`src/rtl/mesh_arb_pkg.sv`:
```
// Shared types and helpers for the mesh router port arbiter.
// rr_pick is a fixed-width round-robin scan; callers zero-extend into it.
package mesh_arb_pkg;

    localparam int unsigned MaxReq = 16;
    localparam int unsigned MaxIdW = 4;

    typedef enum logic {
        ARB_IDLE = 1'b0,
        ARB_HOLD = 1'b1
    } arb_state_e;

    typedef struct packed {
        logic              any;
        logic [MaxIdW-1:0] idx;
    } rr_pick_t;

    function automatic int unsigned id_width(input int unsigned n);
        return (n > 1) ? $clog2(n) : 1;
    endfunction

    // Scan valid from ptr upward, wrapping at n; first set bit wins.
    function automatic rr_pick_t rr_pick(input logic [MaxReq-1:0] valid,
                                         input logic [MaxIdW-1:0] ptr,
                                         input int unsigned       n);
        rr_pick_t          res;
        int unsigned       j;
        logic [MaxIdW-1:0] j4;
        res = '0;
        for (int unsigned k = 0; k < MaxReq; k++) begin
            if (k < n) begin
                j = 32'(ptr) + k;
                if (j >= n) j = j - n;
                j4 = MaxIdW'(j);
                if (!res.any && valid[j4]) begin
                    res.any = 1'b1;
                    res.idx = j4;
                end
            end
        end
        return res;
    endfunction

endpackage

```
`src/rtl/mesh_rr_pick.sv`:
```
// Combinational rotate/priority-encode picking the next round-robin winner.
module mesh_rr_pick
    import mesh_arb_pkg::*;
#(
    parameter int unsigned N_REQ = 4,
    parameter int unsigned IdW   = id_width(N_REQ)
) (
    input  logic [N_REQ-1:0] valid_i,
    input  logic [IdW-1:0]   ptr_i,
    output logic             any_o,
    output logic [IdW-1:0]   idx_o
);

    logic [MaxReq-1:0] valid_ext;
    logic [MaxIdW-1:0] ptr_ext;
    rr_pick_t          pick;

    always_comb begin
        valid_ext              = '0;
        valid_ext[N_REQ-1:0]   = valid_i;
        ptr_ext                = '0;
        ptr_ext[IdW-1:0]       = ptr_i;
        pick                   = rr_pick(valid_ext, ptr_ext, N_REQ);
    end

    assign any_o = pick.any;
    assign idx_o = pick.idx[IdW-1:0];

endmodule

```
`src/rtl/mesh_port_arbiter.sv`:
```
// Round-robin arbiter feeding one mesh router input port through a single holding slot.
// The slot reloads on the same edge it is popped, so throughput is one packet per cycle.
module mesh_port_arbiter
    import mesh_arb_pkg::*;
#(
    parameter int unsigned PCKG_SZ = 32,
    parameter int unsigned N_REQ   = 4,
    parameter int unsigned TIMEOUT = 1024,
    parameter int unsigned IdW     = id_width(N_REQ)
) (
    input  logic                            clk,
    input  logic                            reset,
    input  logic [N_REQ-1:0]                req_valid,
    input  logic [N_REQ-1:0][PCKG_SZ-1:0]   req_data,
    output logic [N_REQ-1:0]                req_ready,
    output logic                            pndng_o,
    output logic [PCKG_SZ-1:0]              data_o,
    input  logic                            pop_i,
    output logic [IdW-1:0]                  grant_id,
    output logic                            busy,
    output logic                            timeout_err,
    output logic                            proto_err
);

    localparam int unsigned CntW = (TIMEOUT > 0) ? $clog2(TIMEOUT + 1) : 1;

    arb_state_e         state_q, state_d;
    logic [PCKG_SZ-1:0] data_q, data_d;
    logic [IdW-1:0]     gid_q, gid_d;
    logic [IdW-1:0]     ptr_q, ptr_d;
    logic [CntW-1:0]    cnt_q, cnt_d;
    logic               terr_q, terr_d;
    logic               perr_q, perr_d;

    logic               pick_any;
    logic [IdW-1:0]     pick_idx;
    logic               free;
    logic               accept;

    mesh_rr_pick #(
        .N_REQ (N_REQ),
        .IdW   (IdW)
    ) u_pick (
        .valid_i (req_valid),
        .ptr_i   (ptr_q),
        .any_o   (pick_any),
        .idx_o   (pick_idx)
    );

    assign free   = (state_q == ARB_IDLE) || pop_i;
    assign accept = free && pick_any && !reset;

    always_comb begin
        req_ready           = '0;
        if (accept) req_ready[pick_idx] = 1'b1;
    end

    always_comb begin
        state_d = state_q;
        data_d  = data_q;
        gid_d   = gid_q;
        ptr_d   = ptr_q;
        cnt_d   = cnt_q;
        terr_d  = terr_q;
        perr_d  = perr_q;
        if (state_q == ARB_IDLE && pop_i) perr_d = 1'b1;
        if (accept) begin
            state_d = ARB_HOLD;
            data_d  = req_data[pick_idx];
            gid_d   = pick_idx;
            ptr_d   = (pick_idx == IdW'(N_REQ - 1)) ? '0 : pick_idx + IdW'(1);
            cnt_d   = '0;
        end else if (state_q == ARB_HOLD) begin
            if (pop_i) begin
                state_d = ARB_IDLE;
            end else if (cnt_q != CntW'(TIMEOUT)) begin
                cnt_d = cnt_q + CntW'(1);
            end
        end
        if (TIMEOUT != 0 && state_d == ARB_HOLD && cnt_d == CntW'(TIMEOUT)) terr_d = 1'b1;
    end

    always_ff @(posedge clk) begin
        if (reset) begin
            state_q <= ARB_IDLE;
            data_q  <= '0;
            gid_q   <= '0;
            ptr_q   <= '0;
            cnt_q   <= '0;
            terr_q  <= 1'b0;
            perr_q  <= 1'b0;
        end else begin
            state_q <= state_d;
            data_q  <= data_d;
            gid_q   <= gid_d;
            ptr_q   <= ptr_d;
            cnt_q   <= cnt_d;
            terr_q  <= terr_d;
            perr_q  <= perr_d;
        end
    end

    assign pndng_o     = (state_q == ARB_HOLD);
    assign busy        = pndng_o;
    assign data_o      = data_q;
    assign grant_id    = gid_q;
    assign timeout_err = terr_q;
    assign proto_err   = perr_q;

endmodule
```
`config.mk`:
```
export PLATFORM = sky130hd
export DESIGN_NAME = mesh_port_arbiter
export DESIGN_NICKNAME = d
export VERILOG_FILES = /design/src/rtl/mesh_arb_pkg.sv /design/src/rtl/mesh_rr_pick.sv /design/src/rtl/mesh_port_arbiter.sv
export SDC_FILE = /design/constraint.sdc
export NUM_CORES = 1
export LEC_CHECK = 0
export CORE_MARGIN = 2
export CORE_UTILIZATION = 32
export DETAILED_ROUTE_END_ITERATION = 10
export PLACE_DENSITY = 0.65
export SLEW_MARGIN = 20
export SYNTH_ARGS = -nofsm -noshare
export SYNTH_HDL_FRONTEND = slang
export SYNTH_SLANG_ARGS = --single-unit
```
`constraint.sdc`:
```
create_clock -name clk -period 4.6 [get_ports clk]
set_clock_uncertainty 0.05 [all_clocks]
set_input_delay 0.92 -clock clk [delete_from_list [all_inputs] [get_ports clk]]
set_output_delay 0.92 -clock clk [all_outputs]
set_load 0.02 [all_outputs]
```
Yosys cells after proc, flatten, opt, wreduce, memory -nomap -nowiden
Cells that the tools add are included.
{"block": "word_totals", "mem_bits_ro": 0, "ff_bits": 50, "latchBits": 0, "in_bits": 135, "mem_bits_rw": 0, "n_memories": 0, "word_cells": 72}
{"block": "classes", "mux": 29, "n_div": 0, "reduce_logical": 13, "bitwise_logic": 1, "order_cmp": 10, "mul": 0, "shift": 0, "n_addsub": 9, "eq_ne": 3}
{"op": ">= comparator 32 x 3 -> 1 bit (second input constant)", "count": 3}
{"op": "binary-select mux 32 bit (select 2 bit)", "count": 1}
{"op": "2-to-1 mux 11 bit", "count": 4}
{"op": "2-to-1 mux 32 bit", "count": 1}
{"op": "less-than comparator 4 x 5 -> 1 bit (second input constant)", "count": 4}
{"op": "2-to-1 mux 4 bit", "count": 5}
{"op": "2-to-1 mux 5 bit", "count": 4}
{"op": "binary-select mux 1 bit (select 4 bit)", "count": 4}
{"op": "subtractor 4 x 3 -> 4 bit (second input constant)", "count": 3}
{"op": "adder 11 x 1 -> 11 bit (second input constant)", "count": 1}
{"op": "equality test 11 bit (second input constant)", "count": 1}
{"op": "inequality test 11 bit (second input constant)", "count": 1}
{"op": "logical AND 1 bit", "count": 8}
{"op": "2-to-1 mux 1 bit", "count": 8}
{"op": "adder 2 x 2 -> 3 bit (second input constant)", "count": 2}
{"op": "logical NOT 1 bit", "count": 4}
{"op": "subtractor 2 x 3 -> 4 bit (second input constant)", "count": 1}
{"op": "adder 2 x 1 -> 3 bit (second input constant)", "count": 1}
{"op": ">= comparator 2 x 3 -> 1 bit (second input constant)", "count": 1}
{"op": "less-than comparator 2 x 3 -> 1 bit (second input constant)", "count": 1}
{"op": "adder 2 x 1 -> 2 bit (second input constant)", "count": 1}
{"op": "demux 1 bit (select 2 bit)", "count": 1}
{"op": "equality test 2 bit (second input constant)", "count": 1}
{"op": ">= comparator 2 x 1 -> 1 bit (second input constant)", "count": 1}
{"op": "3 further kinds", "count": 3}

Longest topological paths before layout
Gate-level depths: netlist of run 1.
{"block": "depth", "ltp_word": 19, "depth_mapped": 15}

Hierarchy
Synthesis of run 1 repeated with hierarchy kept, for this count alone.
{"block": "unflattened", "cells_unflattened": 348, "area_unflattened_um2": 3236.9}
{"module": "mesh_port_arbiter", "seq_area_each_um2": 1001.0, "area_each_um2": 2926.6, "cells_per_inst": 309, "n_inst": 1}
{"module": "mesh_rr_pick", "seq_area_each_um2": 0.0, "area_each_um2": 310.3, "cells_per_inst": 39, "n_inst": 1}

Worst setup path before layout of run 1
Ideal clock, no wire load.
{"block": "synth_timing", "kind": "input to output", "startpoint": "input port req_valid[0]", "endpoint": "output port req_ready[3]", "slack_ps": 875, "t_arrival_ps": 2755, "t_required_ps": 3630, "path_stages": 9, "cell_sequence": "mux2_2 and3b_1 o31a_1 o22a_4 inv_2 buf_6 buf_8 ha_1 and2_1"}
{"block": "synth_between", "elab_chain_cells": 17}
{"element": "from (decl)", "line_no": "mesh_port_arbiter.sv:13", "source": "input logic [N_REQ-1:0] req_valid,"}
{"element": "binary-select mux 1 bit (select 4 bit)", "line_no": "mesh_arb_pkg.sv:35", "source": "if (!res.any && valid[j4]) begin"}
{"element": "2-to-1 mux 1 bit (not written as such)", "line_no": "mesh_arb_pkg.sv:35"}
{"element": "2-to-1 mux 5 bit", "line_no": "mesh_arb_pkg.sv:35"}
{"element": "logical NOT 1 bit", "line_no": "mesh_arb_pkg.sv:35"}
{"element": "logical AND 1 bit", "line_no": "mesh_arb_pkg.sv:35"}
{"element": "2-to-1 mux 5 bit", "line_no": "mesh_arb_pkg.sv:35"}
{"element": "logical NOT 1 bit", "line_no": "mesh_arb_pkg.sv:35"}
{"element": "logical AND 1 bit", "line_no": "mesh_arb_pkg.sv:35"}
{"element": "[2 not listed]"}
{"element": "logical AND 1 bit", "line_no": "mesh_arb_pkg.sv:35"}
{"element": "2-to-1 mux 5 bit (*)", "line_no": "mesh_arb_pkg.sv:35"}
{"element": "net pick_idx[0]", "line_no": "mesh_port_arbiter.sv:36", "source": "logic [IdW-1:0] pick_idx;"}
{"element": "less-than comparator 2 x 3 -> 1 bit (not written as such) / >= comparator 2 x 1 -> 1 bit (equally long branches)", "line_no": "mesh_port_arbiter.sv:55", "source": "if (accept) req_ready[pick_idx] = 1'b1;"}
{"element": "logical AND 1 bit (not written as such)", "line_no": "mesh_port_arbiter.sv:55"}
{"element": "2-to-1 mux 1 bit (not written as such)", "line_no": "mesh_port_arbiter.sv:55"}
{"element": "demux 1 bit (select 2 bit) (*)", "line_no": "mesh_port_arbiter.sv:55"}
{"element": "2-to-1 mux 4 bit (*)", "line_no": "mesh_port_arbiter.sv:55"}
{"element": "to (decl)", "line_no": "mesh_port_arbiter.sv:15", "source": "output logic [N_REQ-1:0] req_ready,"}
The timed path passes the listed nets; every way through them passes the cells marked *. The select of a mux whose other input is x is not followed.

Worst setup path after layout of run 1
{"block": "layout_timing", "startpoint": "input port req_valid[0]", "endpoint": "output port req_ready[1]"}
{"block": "layout_between", "elab_chain_cells": 17}
{"element": "binary-select mux 1 bit (select 4 bit)", "line_no": "mesh_arb_pkg.sv:35"}
{"element": "2-to-1 mux 1 bit (not written as such)", "line_no": "mesh_arb_pkg.sv:35"}
{"element": "2-to-1 mux 5 bit", "line_no": "mesh_arb_pkg.sv:35"}
{"element": "logical NOT 1 bit", "line_no": "mesh_arb_pkg.sv:35"}
{"element": "logical AND 1 bit", "line_no": "mesh_arb_pkg.sv:35"}
{"element": "2-to-1 mux 5 bit", "line_no": "mesh_arb_pkg.sv:35"}
{"element": "logical NOT 1 bit", "line_no": "mesh_arb_pkg.sv:35"}
{"element": "logical AND 1 bit", "line_no": "mesh_arb_pkg.sv:35"}
{"element": "2-to-1 mux 5 bit", "line_no": "mesh_arb_pkg.sv:35"}
{"element": "logical NOT 1 bit", "line_no": "mesh_arb_pkg.sv:35"}
{"element": "logical AND 1 bit", "line_no": "mesh_arb_pkg.sv:35"}
{"element": "2-to-1 mux 5 bit (*)", "line_no": "mesh_arb_pkg.sv:35"}
{"element": "less-than comparator 2 x 3 -> 1 bit (not written as such) / >= comparator 2 x 1 -> 1 bit (equally long branches)", "line_no": "mesh_port_arbiter.sv:55"}
{"element": "logical AND 1 bit (not written as such)", "line_no": "mesh_port_arbiter.sv:55"}
{"element": "2-to-1 mux 1 bit (not written as such)", "line_no": "mesh_port_arbiter.sv:55"}
{"element": "demux 1 bit (select 2 bit)", "line_no": "mesh_port_arbiter.sv:55"}
{"element": "2-to-1 mux 4 bit (*)", "line_no": "mesh_port_arbiter.sv:55"}
Every way passes the cells marked *; elsewhere a longest branch is shown, timed or not. The select of a mux whose other input is x is not followed.

==> results.json, run 1 <==
{
  "criticalPathCategory": "primary input to output port",
  "slowest_delay_ns": 0.62,
  "cp-start-kind": "primary input",
  "final_cells": 733,
  "drc": 0,
  "cts_made_buffers": 5,
  "cts.sinks": 50,
  "syn_area_sq_mm": 0.00374,
  "gr-total-overflow": 0,
  "h-tree-depth": 2,
  "synth_top_area_share_pct": 26.8,
  "hp-class": "register to register",
  "ys.flop_type": "dfxtp_1",
  "routedWlPerCell_um": 16.3,
  "startpoint": "req_valid[0]",
  "syn_to_final_growth_pct": 54.7,
  "timing.final.hold_violations": 0,
  "grt_first_pass_wirelength_um": 19600,
  "die_h_um": 112,
  "post-route-period-util_pct": 97.0,
  "crit_path_end_kind": "output port",
  "yosysUniqueCellTypes": 65,
  "cts_resized": 0,
  "place_congestion": 0.947,
  "syn-num-nets": 571,
  "die_area_sq_mm": 0.0126,
  "diodes": 0,
  "total_leakage_power_nw": 2.19,
  "hold_buffers": 0,
  "die_w_um": 112,
  "synth_edf_count": 0,
  "cts_tree": "done",
  "status": "complete, no violations",
  "track_usage_pct": 18.7,
  "drtIter0Drc": 168,
  "clock_path_buffers": 2,
  "cts-root-buf": "clkbuf_16",
  "maxSlewHeadroom_pct": 30.3,
  "final_nets": 734,
  "yosysTopAreaCell": "dfxtp_1",
  "fin_tns_setup_ns": 0,
  "cp_max_fo": 5,
  "fin_crit_ns": 4.46,
  "cap_violations": 0,
  "ys_top_cells_by_count": "50 x dfxtp_1, 43 x and3_1, 39 x a211oi_1",
  "postCtsSetupBuffers": 0,
  "path_common_cell": "clkdlybuf4s50_1",
  "multiInputGateArea_sq_mm": 0.00249,
  "io_buffers": 176,
  "vias": 3996,
  "synth.avg_cell_area_sq_um": 8.78,
  "grt_max_degree": 41,
  "avgViaCountPerCell": 5.45,
  "critPathSlowestCell": "clkdlybuf4s50_1",
  "cp_cell_sequence": "clkdlybuf4s50_1, mux2_2, and3b_1, o31a_1, o22a_4, inv_2, ha_1, and2_1, clkdlybuf4s50_1",
  "power_density_mw_per_mm2": 494,
  "r2r-start": "ptr_q[1]$_SDFFE_PP0N_",
  "crit_arrival_ns": 3.49,
  "boundaryPins": 177,
  "cp_data_required_time_ns": 3.63,
  "seqCellArea_sq_mm": 0.00100,
  "tightest_slew_ns": 1.05,
  "grt_pass1_vias": 4001,
  "yosysMostFrequentCell": "dfxtp_1",
  "grt_antenna_before_repair": 0,
  "dr.pass1.iters": 4,
  "drive_gt1_share_pct": 12.9,
  "clk_latency_ns": 0.29,
  "ir_worst_vdd_mv": 0.239,
  "fmax_mhz": 224,
  "ys_async_sr_fraction_pct": 0,
  "rows": 39,
  "drt-total-wl_um": 12000,
  "setup_viol": 0,
  "drtAntennaViolNets": 0,
  "yosysSeqAreaShare_pct": 26.8,
  "initial_core_util_pct": 32.8,
  "rsz0062_at_grt": "no",
  "synthCells": 426,
  "synthTopCellsByArea": "dfxtp_1 27%, a211oi_1 7.8%, and3_1 7.2%",
  "ys_seq_elements": 50,
  "min_from": "data_o[24]$_SDFFE_PP0N_",
  "dpl.hpwl_um": 9150,
  "fill_cells": 1092,
  "path_clk_slew_ns": 0.07,
  "yosysWarnings": 0,
  "slew_viol_final": 0,
  "core_area_sq_mm": 0.0114,
  "placed_cells": 725
}
cells in the final DEF (no fill, tap or decap), drive strengths merged, types with 5 or more instances in the layout:
master,count
clkdlybuf4s50,175
dfxtp,50
a211oi,44
and3,43
o211ai,28
nand3,26
nor2,23
buf,20
o31ai,20
nand2,18
mux2,14
mux2i,13
ha,10
inv,9
nor3,8
xnor2,7
and2,6
xor2,6
a21oi,6
clkbuf,5
stage by stage:
stage / total power, mW / worst slack [ns] / util, % / hold slack [ns] / area (sq um)
floorplan: 1.80 / 0.875 / - / 0.468 / 3740
global placement: 2.41 / 0.170 / 49.2 / 0.395 / 5610
detailed placement: 2.44 / 0.0959 / 49.2 / 0.400 / 5610
CTS: 2.88 / 0.0871 / 50.7 / 0.416 / 5790
global route: 3.05 / 0.0562 / 50.7 / 0.438 / 5790
finish: 2.86 / 0.139 / 50.7 / 0.412 / 5790
registers in the layout, summed over array words and instances, names as in the netlist:
register	flops
ptr_q	2
data_o	32
timeout_err	1
proto_err	1
grant_id	2
cnt_q	11
busy	1
kinds of logic (layout without fill, tap and decap cells):
group / after synthesis / in the layout / share of synthesized area, %
and+or+nand+nor: 141 / 141 / 20.7
AOI/OAI and AO/OA: 137 / 137 / 31.7
DFF: 50 / 50 / 26.8
buffers and inverters: 48 / 212 / 6.66
muxes: 27 / 27 / 7.79
xor gates and xnor gates: 13 / 13 / 3.04
adders and majority gates: 10 / 10 / 3.34
per-layer routing:
| metal | track usage (%) | vias to the layer above | routed length, um |
|---|---|---|---|
| li1 | - | 1975 | - |
| met1 | 22.7 | 1903 | 5130 |
| met3 | 3.94 | 12 | 670 |
| met2 | 33.5 | 106 | 5980 |
| met5 | 0 | - | 0 |
| met4 | 4.88 | 0 | 192 |
critical path, delay by kind of cell:
family | cells | cell delay, ns
buf+inv | 3 | 1.15
mux | 1 | 0.33
compound gates | 2 | 0.60
fa+ha+maj | 1 | 0.13
simple gates | 2 | 0.34
worst paths after layout:
path | end | slack [ns] | cells after the start
worst max-delay path | req_ready[1] | 0.14 | 9
worst max register to register | data_o[10]$_SDFFE_PP0N_ | 1.19 | 8
worst min-delay path | data_o[24]$_SDFFE_PP0N_ | 0.41 | 2
worst min register to register | data_o[24]$_SDFFE_PP0N_ | 0.41 | 2
report_power, final:
part	internal [mW]	switching (mW)	leakage, nW	total [mW]
clock network	0.260	0.173	0.0844	0.433
logic	0.812	0.948	1.69	1.76
registers	0.582	0.0852	0.413	0.667
total	1.65	1.21	2.19	2.86
final cells by class:
| class | instances | area share (%) |
|---|---|---|
| inverters | 8 | 0.519 |
| flip-flops and latches | 50 | 17.3 |
| clock inverters | 3 | 0.821 |
| clock buffers | 5 | 2.16 |
| multi-input cells | 328 | 43.0 |
| well taps | 143 | 3.09 |
| repair buffers | 196 | 33.1 |
(Power assumes the default switching activity.)
==> run 2, diff against run 1 <==
- ABC_AREA: not set -> 1
- CAP_MARGIN: not set -> 20
==> run 2 against run 1 <==
Die area is 1.0% lower; non-clock buffer count fell by 11; register-to-register slack gained 0.07 ns; combinational power up 81%; via count up 14%; core utilization fell by 0.83 points; critical path depth up 4; synthesized cell count rose by 50%; first-iteration DRC count is 11% higher; critical endpoint is now req_ready[3]; largest power group unchanged.
==> results.json, run 2 <==
{
  "cts_tree": "done",
  "place_congestion": 0.941,
  "fin_crit_ns": 4.43,
  "cp_max_fo": 9,
  "hp-class": "register to register",
  "avgViaCountPerCell": 4.83,
  "critPathSlowestCell": "clkdlybuf4s50_1",
  "ys.flop_type": "dfxtp_1",
  "post-route-period-util_pct": 96.2,
  "final_cell_mix": "282 x nand2_1, 176 x clkdlybuf4s50_1, 117 x nand3_1, 50 x dfxtp_1, 47 x inv_1",
  "track_usage_pct": 20.5,
  "yosysWarnings": 0,
  "synthTopCellsByArea": "nand2_1 29%, dfxtp_1 27%, nand3_1 16%",
  "clk_latency_ns": 0.28,
  "drive_gt1_share_pct": 4.87,
  "synthCells": 640,
  "initial_core_util_pct": 32.6,
  "slew_viol_final": 0,
  "yosysTopAreaCell": "nand2_1",
  "h-tree-depth": 2,
  "routedWlPerCell_um": 13.6,
  "final_common_cell": "nand2_1",
  "seqCellArea_sq_mm": 0.00100,
  "yosysUniqueCellTypes": 33,
  "cap_violations": 0,
  "ir_worst_vdd_mv": 0.423,
  "final_nets": 947,
  "cp_data_required_time_ns": 3.63,
  "total_leakage_power_nw": 2.69,
  "tightest_slew_ns": 0.844,
  "gr-total-overflow": 0,
  "clock_path_buffers": 2,
  "die_area_sq_mm": 0.0124,
  "final_cells": 944,
  "syn_area_sq_mm": 0.00370,
  "core_area_sq_mm": 0.0114,
  "grt_first_pass_wirelength_um": 21000,
  "cts_made_buffers": 5,
  "status": "complete, no violations",
  "power_density_mw_per_mm2": 752,
  "postCtsSetupBuffers": 0,
  "path_common_cell": "nand2_1",
  "cp-start-kind": "primary input",
  "fill_cells": 1181,
  "cts-root-buf": "clkbuf_16",
  "crit_path_end_kind": "output port",
  "fmax_mhz": 226,
  "rsz0062_at_grt": "no",
  "boundaryPins": 177,
  "ys_async_sr_fraction_pct": 0,
  "synth.avg_cell_area_sq_um": 5.78,
  "drtAntennaViolNets": 0,
  "drc": 0,
  "cts.sinks": 50,
  "largest_reg_flops": 32,
  "drtIter0Drc": 187,
  "syn-num-nets": 785,
  "fin_tns_setup_ns": 0,
  "yosysMostFrequentCell": "nand2_1",
  "slowest_delay_ns": 0.63,
  "die_w_um": 112,
  "syn_to_final_growth_pct": 53.2,
  "ys_top_cells_by_count": "282 x nand2_1, 117 x nand3_1, 50 x dfxtp_1",
  "dpl.hpwl_um": 9860,
  "drt-total-wl_um": 12800,
  "hold_slack_ns": 0.401,
  "grt_antenna_before_repair": 0,
  "dr.pass1.iters": 5,
  "synth_edf_count": 0,
  "critical_path_buf_inv_count": 4,
  "placed_cell_area_sq_mm": 0.00553,
  "cp_cell_sequence": "clkdlybuf4s50_1, nand2_1, nand3_1, nand3_2, o21bai_1, nand2_1, nand3_2, nand2_1, inv_4, ha_1, inv_1, nor2_1, clkdlybuf4s50_1",
  "crit_arrival_ns": 3.46,
  "synth_top_area_share_pct": 28.6,
  "path_clk_slew_ns": 0.06,
  "criticalPathCategory": "primary input to output port",
  "maxSlewHeadroom_pct": 43.6,
  "die_h_um": 112,
  "grt_max_degree": 37,
  "design_area_sq_mm": 0.00567,
  "yosysSeqAreaShare_pct": 27.0,
  "vias": 4557,
  "multiInputGateArea_sq_mm": 0.00231,
  "grt_pass1_vias": 4455,
  "ys_seq_elements": 50,
  "io_buffers": 176,
  "setup_viol": 0,
  "rows": 39,
  "critPathTopFamily": "buffers and inverters",
  "timing.final.hold_violations": 0,
  "placed_cells": 938,
  "diodes": 0,
  "rrSetupSlack_ns": 1.26
}
[run 2: cell count changes after synthesis, moves of 15 or more]
cell / delta
nand2_1: +264
nand3_1: +92
and3_1: -43
inv_1: +41
a211oi_1: -39
clkbuf_1: -17
o211ai_1: -15
o31ai_1: -15
[run 2: final timing paths]
path / to / cells after the start / start
setup reg to reg: data_o[24]$_SDFFE_PP0N_ / 14 / ptr_q[0]$_SDFFE_PP0N_
hold / removal: data_o[26]$_SDFFE_PP0N_ / 2 / data_o[26]$_SDFFE_PP0N_
setup / recovery: req_ready[3] / 13 / req_valid[0]
hold reg to reg: data_o[26]$_SDFFE_PP0N_ / 2 / data_o[26]$_SDFFE_PP0N_
[run 2: layout make-up]
cell class / instances / share of cell area (%)
inverters: 54 / 3.66
clock buffers: 6 / 2.45
well taps: 143 / 3.16
multi-input cells: 506 / 40.8
flip-flops and latches: 50 / 17.7
repair buffers: 185 / 32.3
[run 2: what timing repair did]
item / 4_1_cts / 5_1_grt
gates resized for setup: 0 / 1
hold buffers: 0 / 0
setup endpoints to repair: 0 / 2
[run 2: where the power goes]
part / switching [mW] / internal (mW) / total [mW] / leakage, nW
Combinational: 2.04 / 1.15 / 3.19 / 2.21
Clock: 0.154 / 0.211 / 0.365 / 0.0688
Sequential: 0.110 / 0.603 / 0.713 / 0.411
Total: 2.30 / 1.96 / 4.27 / 2.69
[run 2: cell families (layout without fill, tap and decap cells)]
| logic type | Yosys count | in the layout | share of synthesized area, % |
|---|---|---|---|
| and+or+nand+nor | 465 | 465 | 54.2 |
| buffers and inverters | 84 | 245 | 10.4 |
| DFF | 50 | 50 | 27.0 |
| adders and majority gates | 10 | 10 | 3.38 |
| AOI/OAI and AO/OA | 30 | 30 | 4.70 |
| xor gates and xnor gates | 1 | 1 | 0.237 |
[run 2: stage by stage]
stage	utilization (%)	setup slack (ns)	total power, mW
after floorplan	-	1.24	3.00
after global placement	48.6	0.232	3.87
after detailed placement	48.6	0.175	3.92
after CTS	49.9	0.170	4.30
after global routing	49.9	0.0240	4.73
final	49.9	0.174	4.27
[run 2: layer usage]
metal | track usage (%) | share of wire (%) | vias to the layer above | wire [um]
li1 | - | - | 2349 | -
met1 | 22.6 | 40 | 2015 | 5140
met2 | 38.8 | 51 | 168 | 6500
met3 | 5.06 | 6.9 | 25 | 887
met4 | 5.60 | 2.2 | 0 | 280
met5 | 0 | 0 | - | 0
[run 2: worst min-delay path, stage by stage (launching register included)]
cell	delay, ns
dfxtp_1	0.31
nand2_1	0.06
nand2_1	0.04
==> run 3, diff against run 2 <==
- SLEW_MARGIN: 20 -> 10
==> results of run 3 <==
Same layout as run 2: the final DEF is identical, and so are final timing and power.
